--- src/rtl/primus_pipe_alu_if.sv ---
// Issue/result handshake bundle for the primus pipelined ALU.
// Latency: none, this is wiring only.
// Backpressure: ready_o stalls issue and ready_i stalls result delivery.
interface primus_pipe_alu_if #(
    parameter int WIDTH = 16,
    parameter int TAG_W = 5
);
    logic             flush_i;
    logic             valid_i;
    logic             ready_o;
    logic [3:0]       op_i;
    logic [WIDTH-1:0] a_i;
    logic [WIDTH-1:0] b_i;
    logic [TAG_W-1:0] tag_i;
    logic             valid_o;
    logic             ready_i;
    logic [WIDTH-1:0] result_o;
    logic [TAG_W-1:0] tag_o;
    logic             zero_o;
    logic             illegal_o;

    // ALU side
    modport slave (
        input  flush_i, valid_i, op_i, a_i, b_i, tag_i, ready_i,
        output ready_o, valid_o, result_o, tag_o, zero_o, illegal_o
    );

    // Issue/writeback side
    modport master (
        output flush_i, valid_i, op_i, a_i, b_i, tag_i, ready_i,
        input  ready_o, valid_o, result_o, tag_o, zero_o, illegal_o
    );
endinterface

--- src/rtl/primus_pipe_alu.sv ---
// Pipelined integer ALU: result computed at issue, then carried through LATENCY elastic stages.
// Latency: LATENCY cycles issue-to-valid_o, 1 op/cycle throughput.
// Backpressure: per-stage valid/ready; a stage loads when empty or when its successor moves.
module primus_pipe_alu #(
    parameter int WIDTH   = 16,
    parameter int LATENCY = 3,
    parameter int TAG_W   = 5
) (
    input logic              clk_i,
    input logic              rst_ni,
    primus_pipe_alu_if.slave bus
);
    localparam int SH_W = $clog2(WIDTH);

    localparam logic [3:0] OP_ADD  = 4'd0;
    localparam logic [3:0] OP_SUB  = 4'd1;
    localparam logic [3:0] OP_AND  = 4'd2;
    localparam logic [3:0] OP_OR   = 4'd3;
    localparam logic [3:0] OP_XOR  = 4'd4;
    localparam logic [3:0] OP_SLL  = 4'd5;
    localparam logic [3:0] OP_SRL  = 4'd6;
    localparam logic [3:0] OP_SRA  = 4'd7;
    localparam logic [3:0] OP_SLT  = 4'd8;
    localparam logic [3:0] OP_SLTU = 4'd9;

    logic [WIDTH-1:0] res_d;
    logic             zero_d;
    logic             ill_d;
    logic [SH_W-1:0]  shamt;

    logic [LATENCY-1:0] valid_q;
    logic [LATENCY-1:0] stage_acc;
    logic [WIDTH-1:0]   res_q  [LATENCY];
    logic [TAG_W-1:0]   tag_q  [LATENCY];
    logic [LATENCY-1:0] zero_q;
    logic [LATENCY-1:0] ill_q;

    assign shamt = bus.b_i[SH_W-1:0];

    // Execute: full result and flags from the issue operands, ahead of stage 1
    always_comb begin
        res_d = '0;
        ill_d = 1'b0;
        case (bus.op_i)
            OP_ADD:  res_d = bus.a_i + bus.b_i;
            OP_SUB:  res_d = bus.a_i - bus.b_i;
            OP_AND:  res_d = bus.a_i & bus.b_i;
            OP_OR:   res_d = bus.a_i | bus.b_i;
            OP_XOR:  res_d = bus.a_i ^ bus.b_i;
            OP_SLL:  res_d = bus.a_i << shamt;
            OP_SRL:  res_d = bus.a_i >> shamt;
            OP_SRA:  res_d = $signed(bus.a_i) >>> shamt;
            OP_SLT:  res_d = {{(WIDTH-1){1'b0}}, ($signed(bus.a_i) < $signed(bus.b_i))};
            OP_SLTU: res_d = {{(WIDTH-1){1'b0}}, (bus.a_i < bus.b_i)};
            default: ill_d = 1'b1;
        endcase
        zero_d = (res_d == '0);
    end

    // Accept chain from the output back to issue; only valid bits and ready_i feed it
    always_comb begin
        logic acc;
        acc       = bus.ready_i;
        stage_acc = '0;
        for (int k = LATENCY - 1; k >= 0; k--) begin
            acc          = !valid_q[k] || acc;
            stage_acc[k] = acc;
        end
    end

    // Stage occupancy: move valid bits forward, flush clears everything including the issue
    always_ff @(posedge clk_i or negedge rst_ni) begin
        if (!rst_ni) begin
            valid_q <= '0;
        end else if (bus.flush_i) begin
            valid_q <= '0;
        end else begin
            if (stage_acc[0]) valid_q[0] <= bus.valid_i;
            for (int k = 1; k < LATENCY; k++) begin
                if (stage_acc[k]) valid_q[k] <= valid_q[k-1];
            end
        end
    end

    // Stage payload: load only real ops so a stalled or flushed output keeps its data
    always_ff @(posedge clk_i or negedge rst_ni) begin
        if (!rst_ni) begin
            zero_q <= '0;
            ill_q  <= '0;
            for (int k = 0; k < LATENCY; k++) begin
                res_q[k] <= '0;
                tag_q[k] <= '0;
            end
        end else if (!bus.flush_i) begin
            if (stage_acc[0] && bus.valid_i) begin
                res_q[0]  <= res_d;
                tag_q[0]  <= bus.tag_i;
                zero_q[0] <= zero_d;
                ill_q[0]  <= ill_d;
            end
            for (int k = 1; k < LATENCY; k++) begin
                if (stage_acc[k] && valid_q[k-1]) begin
                    res_q[k]  <= res_q[k-1];
                    tag_q[k]  <= tag_q[k-1];
                    zero_q[k] <= zero_q[k-1];
                    ill_q[k]  <= ill_q[k-1];
                end
            end
        end
    end

    assign bus.ready_o   = stage_acc[0];
    assign bus.valid_o   = valid_q[LATENCY-1];
    assign bus.result_o  = res_q[LATENCY-1];
    assign bus.tag_o     = tag_q[LATENCY-1];
    assign bus.zero_o    = zero_q[LATENCY-1];
    assign bus.illegal_o = ill_q[LATENCY-1];
endmodule

--- src/flat_wrapper.sv ---
// flat-port wrapper written by rule: the top's interface ports become plain ports
module primus_pipe_alu_flat 
#(
    parameter int WIDTH   = 16,
    parameter int LATENCY = 3,
    parameter int TAG_W   = 5
)
  (clk_i, rst_ni, bus_flush_i, bus_valid_i, bus_op_i, bus_a_i, bus_b_i, bus_tag_i, bus_ready_i, bus_ready_o, bus_valid_o, bus_result_o, bus_tag_o, bus_zero_o, bus_illegal_o);
  primus_pipe_alu_if #(.WIDTH(WIDTH), .TAG_W(TAG_W)) bus_i ();
  input logic clk_i;
  input logic rst_ni;
  input wire logic [$bits(bus_i.flush_i)-1:0] bus_flush_i;
  input wire logic [$bits(bus_i.valid_i)-1:0] bus_valid_i;
  input wire logic [$bits(bus_i.op_i)-1:0] bus_op_i;
  input wire logic [$bits(bus_i.a_i)-1:0] bus_a_i;
  input wire logic [$bits(bus_i.b_i)-1:0] bus_b_i;
  input wire logic [$bits(bus_i.tag_i)-1:0] bus_tag_i;
  input wire logic [$bits(bus_i.ready_i)-1:0] bus_ready_i;
  output wire logic [$bits(bus_i.ready_o)-1:0] bus_ready_o;
  output wire logic [$bits(bus_i.valid_o)-1:0] bus_valid_o;
  output wire logic [$bits(bus_i.result_o)-1:0] bus_result_o;
  output wire logic [$bits(bus_i.tag_o)-1:0] bus_tag_o;
  output wire logic [$bits(bus_i.zero_o)-1:0] bus_zero_o;
  output wire logic [$bits(bus_i.illegal_o)-1:0] bus_illegal_o;
  assign bus_i.flush_i = bus_flush_i;
  assign bus_i.valid_i = bus_valid_i;
  assign bus_i.op_i = bus_op_i;
  assign bus_i.a_i = bus_a_i;
  assign bus_i.b_i = bus_b_i;
  assign bus_i.tag_i = bus_tag_i;
  assign bus_i.ready_i = bus_ready_i;
  assign bus_ready_o = bus_i.ready_o;
  assign bus_valid_o = bus_i.valid_o;
  assign bus_result_o = bus_i.result_o;
  assign bus_tag_o = bus_i.tag_o;
  assign bus_zero_o = bus_i.zero_o;
  assign bus_illegal_o = bus_i.illegal_o;
  primus_pipe_alu #(.WIDTH(WIDTH), .LATENCY(LATENCY), .TAG_W(TAG_W)) u_core (.clk_i(clk_i), .rst_ni(rst_ni), .bus(bus_i));
endmodule
--- config.mk ---
export PLATFORM = sky130hd
export DESIGN_NAME = primus_pipe_alu_flat
export DESIGN_NICKNAME = d
export VERILOG_FILES = /design/src/rtl/primus_pipe_alu_if.sv /design/src/rtl/primus_pipe_alu.sv /design/src/flat_wrapper.sv
export SDC_FILE = /design/constraint.sdc
export NUM_CORES = 1
export LEC_CHECK = 0
export ABC_AREA = 1
export CORE_MARGIN = 3
export CORE_UTILIZATION = 45
export CTS_CLUSTER_SIZE = 12
export DETAILED_ROUTE_END_ITERATION = 10
export PLACE_DENSITY = 0.75
export SYNTH_ARGS = -nofsm -noshare
export SYNTH_HDL_FRONTEND = slang
export SYNTH_SLANG_ARGS = --single-unit
--- constraint.sdc ---
create_clock -name clk_i -period 3.7 [get_ports clk_i]
set_input_delay 0.74 -clock clk_i [delete_from_list [all_inputs] [get_ports clk_i]]
set_output_delay 0.74 -clock clk_i [all_outputs]
set_load 0.01 [all_outputs]
=== Word level (Yosys, flattened, before mapping) ===
Index checks and enable logic that the tools add are counted.

* Add/subtract/negate cells: 2
* Reduce and logical (&&, ||, !) cells: 18
* Multiplexer cells: 6
* Bitwise gates (word level): 4
* Eq/ne operators: 9
* Shift-type cells: 3
* Order comparisons: 2

{| class="wikitable"
|+ Operators with widths
! operator !! count
|-
| $pmux 16 s10 || 1
|-
| $lt 16x16->1 || 2
|-
| $add 16x16->16 || 1
|-
| $and 16x16->16 || 1
|-
| $eq 4x3->1 const B || 4
|-
| $logic_not 16->1 || 1
|-
| $or 16x16->16 || 1
|-
| $shl 16x4->16 || 1
|-
| $shr 16x4->16 || 1
|-
| $sshr 16x4->16 || 1
|-
| $sub 16x16->16 || 1
|-
| $xor 16x16->16 || 1
|-
| $reduce_or 10->1 || 1
|-
| $eq 4x2->1 const B || 2
|-
| $eq 4x4->1 const B || 2
|-
| $reduce_and 2->1 || 3
|-
| $reduce_bool 2->1 || 3
|-
| $eq 4x1->1 const B || 1
|-
| $logic_not 4->1 || 1
|-
| $mux 1 || 4
|-
| $logic_and 1x1->1 || 3
|-
| $logic_not 1->1 || 3
|-
| $logic_or 1x1->1 || 3
|-
| $mux 3 || 1
|-
| $not 1->1 || 1
|}

* Output and inout port bits: 25
* Logic and storage cells: 59
* Flip-flop bits (word level): 72
* Input bits: 46

=== Depth between registers and ports, before layout ===
* Word-level depth: 6
* Mapped depth: 22
* Depth with buffers taken out: 19

=== Least setup slack after synthesis ===
OpenSTA, ideal clock, no wires.

* Kind: input to register
* Start point: input bus_b_i[2]
* End point: register u_core.zero_q[0]
* Path slack: 871 ps
* Library setup time: 66 ps
* Required time: 3634 ps
* Stages on the path: 21
* Data arrival time: 2763 ps
* Cell sequence: buf_2 > inv_1 > buf_4 > buf_2 > ha_1 > buf_2 > inv_2 > nand2_1 > nand2_1 > nand3_1 > nand2_1 > nand2_1 > a21oi_1 > nor2_1 > nor2_1 > nand2_1 > nor2_1 > nand2_1 > nor2_1 > nand3_1 > nand2_1

* Cells in the longest elaborated chain, start to end: 3
* Elaborated cells on any way between the ends: 12

{| class="wikitable"
|+ RTL lines
! what !! line !! source
|-
| start, declared || flat_wrapper.sv:16 || <nowiki>input wire logic [$bits(bus_i.b_i)-1:0] bus_b_i;</nowiki>
|-
| $sub 16x16->16, or another cell as far along || primus_pipe_alu.sv:46 || <nowiki>OP_SUB: res_d = bus.a_i - bus.b_i;</nowiki>
|-
| $pmux 16 s10 * || primus_pipe_alu.sv:44 || <nowiki>case (bus.op_i)</nowiki>
|-
| $logic_not 16->1 * || primus_pipe_alu.sv:57 || <nowiki>zero_d = (res_d == '0);</nowiki>
|-
| end signal, assigned || primus_pipe_alu.sv:98 || <nowiki>zero_q[0] <= zero_d;</nowiki>
|-
| end signal, assigned by index || primus_pipe_alu.sv:105 || <nowiki>zero_q[k] <= zero_q[k-1];</nowiki>
|-
| end, declared || primus_pipe_alu.sv:35 || <nowiki>logic [LATENCY-1:0] zero_q;</nowiki>
|}

Mark *: on every way between the ends. The rest lies on a longest branch, timed or not.
A chain may end at the register's enable or synchronous reset.

=== Worst setup path in the final report ===
* Start point: input bus_a_i[0]
* End point: register u_core.zero_q[0]

* Cells in the longest elaborated chain, start to end: 3
* Elaborated cells on any way between the ends: 12

{| class="wikitable"
|+ RTL lines
! what !! line !! source
|-
| start, declared || flat_wrapper.sv:15 || <nowiki>input wire logic [$bits(bus_i.a_i)-1:0] bus_a_i;</nowiki>
|-
| $sub 16x16->16, or another cell as far along || primus_pipe_alu.sv:46 ||
|-
| $pmux 16 s10 * || primus_pipe_alu.sv:44 ||
|-
| $logic_not 16->1 * || primus_pipe_alu.sv:57 ||
|}

Marks and branches as above.

==> flow_metrics.tcl <==
set metrics [dict create \
    cp.arrival_ns 3.40 \
    wl_per_cell_um 16.4 \
    grt.overflow.total 0 \
    yosysUniqueCellTypes 40 \
    slew_viol_final 0 \
    clkLatencyLatePin_ns 0.33 \
    final_cell_mix "350 x nand2_1, 151 x nand3_1, 109 x inv_1" \
    status "completed" \
    ff_latch_area_mm2 0.00180 \
    die_h_um 132 \
    multi_input_area_mm2 0.00448 \
    floorplan.die_area_mm2 0.0174 \
    synth_ff_type "dfrtp_1" \
    slew_headroom_pct 43.2 \
    cts_tree "built" \
    netlist.area_leader.share_pct 25.3 \
    track_usage_pct 25.5 \
    mappedNetlistArea_mm2 0.00713 \
    pre_cts_ws_ns 0.286 \
    final_antenna_net_count 0 \
    grt_max_degree 73 \
    power_leakage_nw 4.35 \
    rows 45 \
    max_freq_ghz 0.320 \
    wl_um 22600 \
    ys_seq_area_share_pct 25.3 \
    synth_edf_count 0 \
    cts_resized 0 \
    crit_path_end_kind "flop" \
    via_per_inst 5.41 \
    vdd_drop_max_uv 252 \
    ctsHoldBuffers 0 \
    detail_route.first_pass.iterations 5 \
    p_per_area_mw_per_mm2 355 \
    setup_viol 0 \
    path_class "in -> reg" \
    critPathMaxStageDelay_ns 0.56 \
    fin_nets 1258 \
    fp.dieW_um 132 \
    antennaDiodeCount 0 \
    final_common_cell "nand2_1" \
    tightest_slew_ns 0.852 \
    yosys.area.top_type "dfrtp_1" \
    finalNonFillerCells 1376 \
    drc 0 \
    htreeDepth 3 \
    gp_congestion 1.03 \
    fillers 1579 \
    drive_above_1_share_pct 10.8 \
    clock_sinks 72 \
    yosys_warnings 0 \
    hold_path.class "reg -> reg" \
    grt_pass1_wl_um 35800 \
    design.core.area_mm2 0.0154 \
    port_buffers 70 \
    cp_common_cell "nand2_1" \
    clk_pin_slew_ns 0.05 \
    cts_buffers 9 \
    fin_skew_ns 0.00562 \
    rsz0062_at_grt "no" \
    vias 7441 \
    min_period_ns 3.13 \
    initial_core_util_pct 46.4 \
    timing.final.ws_setup_ns 0.573 \
    dpl.cell_count 1361 \
    syn2layout_area_growth_pct 15.8 \
    synth_cells 1107 \
    syn_area_per_cell_um2 6.44 \
    postCtsSetupRepairBufs 0 \
    crit_slowest_cell "clkdlybuf4s50_1" \
    cts_buffer_depth 2 \
    synth-seq-cells 72 \
    maxCapViolCount 0 \
    ys_top_cells_by_area "dfrtp_1 25%, nand2_1 18%, nand3_1 11%, ha_1 8.6%, mux2_2 6.2%" \
    start_kind "input port" \
    drtIter0Drc 672 \
    crit_required_ns 3.97 \
    synth.net_count 1204 \
    finalSetupTns_ns 0 \
    finalHoldViolations 0 \
    fin_crit_sh_pct 84.5 \
    post-dp-hpwl_um 18100 \
    async_reset_ff_share_pct 100 \
    antenna_found_initial 0 \
    worstPathMaxFanout 5 \
    grt_pass1_vias 6918 \
    crit_chain "clkdlybuf4s50_1, inv_1, ha_1, fa_1, inv_1, nand2_1, nand2_1, nand3_1, nand2_1, nand2_1, nand3_1, nand2_1, nand3b_1, nor2_1, nand3_1, nor2_1, nand3_1, nand2_1" \
    cts-root-buf "clkbuf_16" \
    io_pins 71 \
]
-- logic make-up after synthesis --
group | Yosys count | synth area share (%)
AND/OR/NAND/NOR | 654 | 39.3
buffers and inverters | 184 | 11.9
AO/OA/AOI/OAI | 107 | 8.23
flip-flops | 72 | 25.3
adder cells (fa/ha/maj) | 51 | 9.15
multiplexers | 39 | 6.16
-- synth_stat cells (3+ instances only) --
cell type  instances
nand2_1          350
nand3_1          151
inv_1            109
nor2_1           108
dfrtp_1           72
ha_1              49
mux2_2            39
o21ai_0           39
a21oi_1           34
buf_4             25
buf_2             20
clkbuf_1          12
o21ai_1           11
inv_2              9
nand2_2            9
nand4_1            9
nor3_1             7
o22ai_1            6
buf_6              5
nand2_4            4
nor2_4             4
o211ai_1           4
a31oi_1            3
nor2_2             3
o21a_1             3
o21bai_1           3
-- report_power, final --
| part | leakage, nW | switching (mW) | total (mW) | internal (mW) |
|---|---|---|---|---|
| Combinational | 3.26 | 0.590 | 1.06 | 0.472 |
| Clock | 0.145 | 0.292 | 0.824 | 0.532 |
| Sequential | 0.938 | 0.0877 | 1.05 | 0.959 |
-- registers in the layout, indices dropped and copies added (netlist names) --
signal / count
u_core.res_q: 32
u_core.bus.result_o: 16
u_core.tag_q: 10
u_core.bus.tag_o: 5
u_core.ill_q: 3
u_core.valid_q: 3
u_core.zero_q: 3
-- final cells by class --
class | count | area share (%)
multi-input combinational | 851 | 54.2
sequential | 72 | 21.8
timing repair buffer | 107 | 11.8
inverter | 120 | 5.51
tap | 211 | 3.20
clock buffer | 11 | 2.94
clock inverter | 4 | 0.545
-- metrics by stage --
stage	hold slack [ns]	area (um^2)	utilization [%]	power (mW)
CTS	0.476	8260	53.8	2.95
global placement	0.459	7980	51.9	2.08
detailed placement	0.462	7980	51.9	2.10
global route	0.497	8260	53.8	3.11
floorplan	0.444	7130	-	1.75
finish	0.472	8260	53.8	2.93
-- routing by layer --
metal | routed length, um | track usage (%)
met5 | 0 | 0
met1 | 9690 | 33.6
met4 | 886 | 10.9
met2 | 10600 | 42.6
met3 | 1440 | 2.75
-- worst max-delay path, delay by kind of cell --
family                     cells  cell delay (ns)
and+or+nand+nor               13             1.33
buffers and inverters          3             0.71
adders and majority gates      2             0.61
-- worst paths after layout --
check	from	end	slack (ns)	cells after the start
max in group asynchronous	rst_ni	u_core.tag_q[11]$_DFFE_PN0P_	2.53	2
min in group asynchronous	rst_ni	u_core.res_q[25]$_DFFE_PN0P_	0.61	2
min	u_core.tag_q[11]$_DFFE_PN0P_	u_core.tag_q[11]$_DFFE_PN0P_	0.47	2
max	bus_a_i[0]	u_core.zero_q[0]$_DFFE_PN0P_	0.57	18
max reg2reg	u_core.valid_q[2]$_DFFE_PN0P_	u_core.zero_q[0]$_DFFE_PN0P_	1.64	13
min reg2reg	u_core.tag_q[11]$_DFFE_PN0P_	u_core.tag_q[11]$_DFFE_PN0P_	0.47	2
No activity file was read; power rests on OpenSTA's default activity.
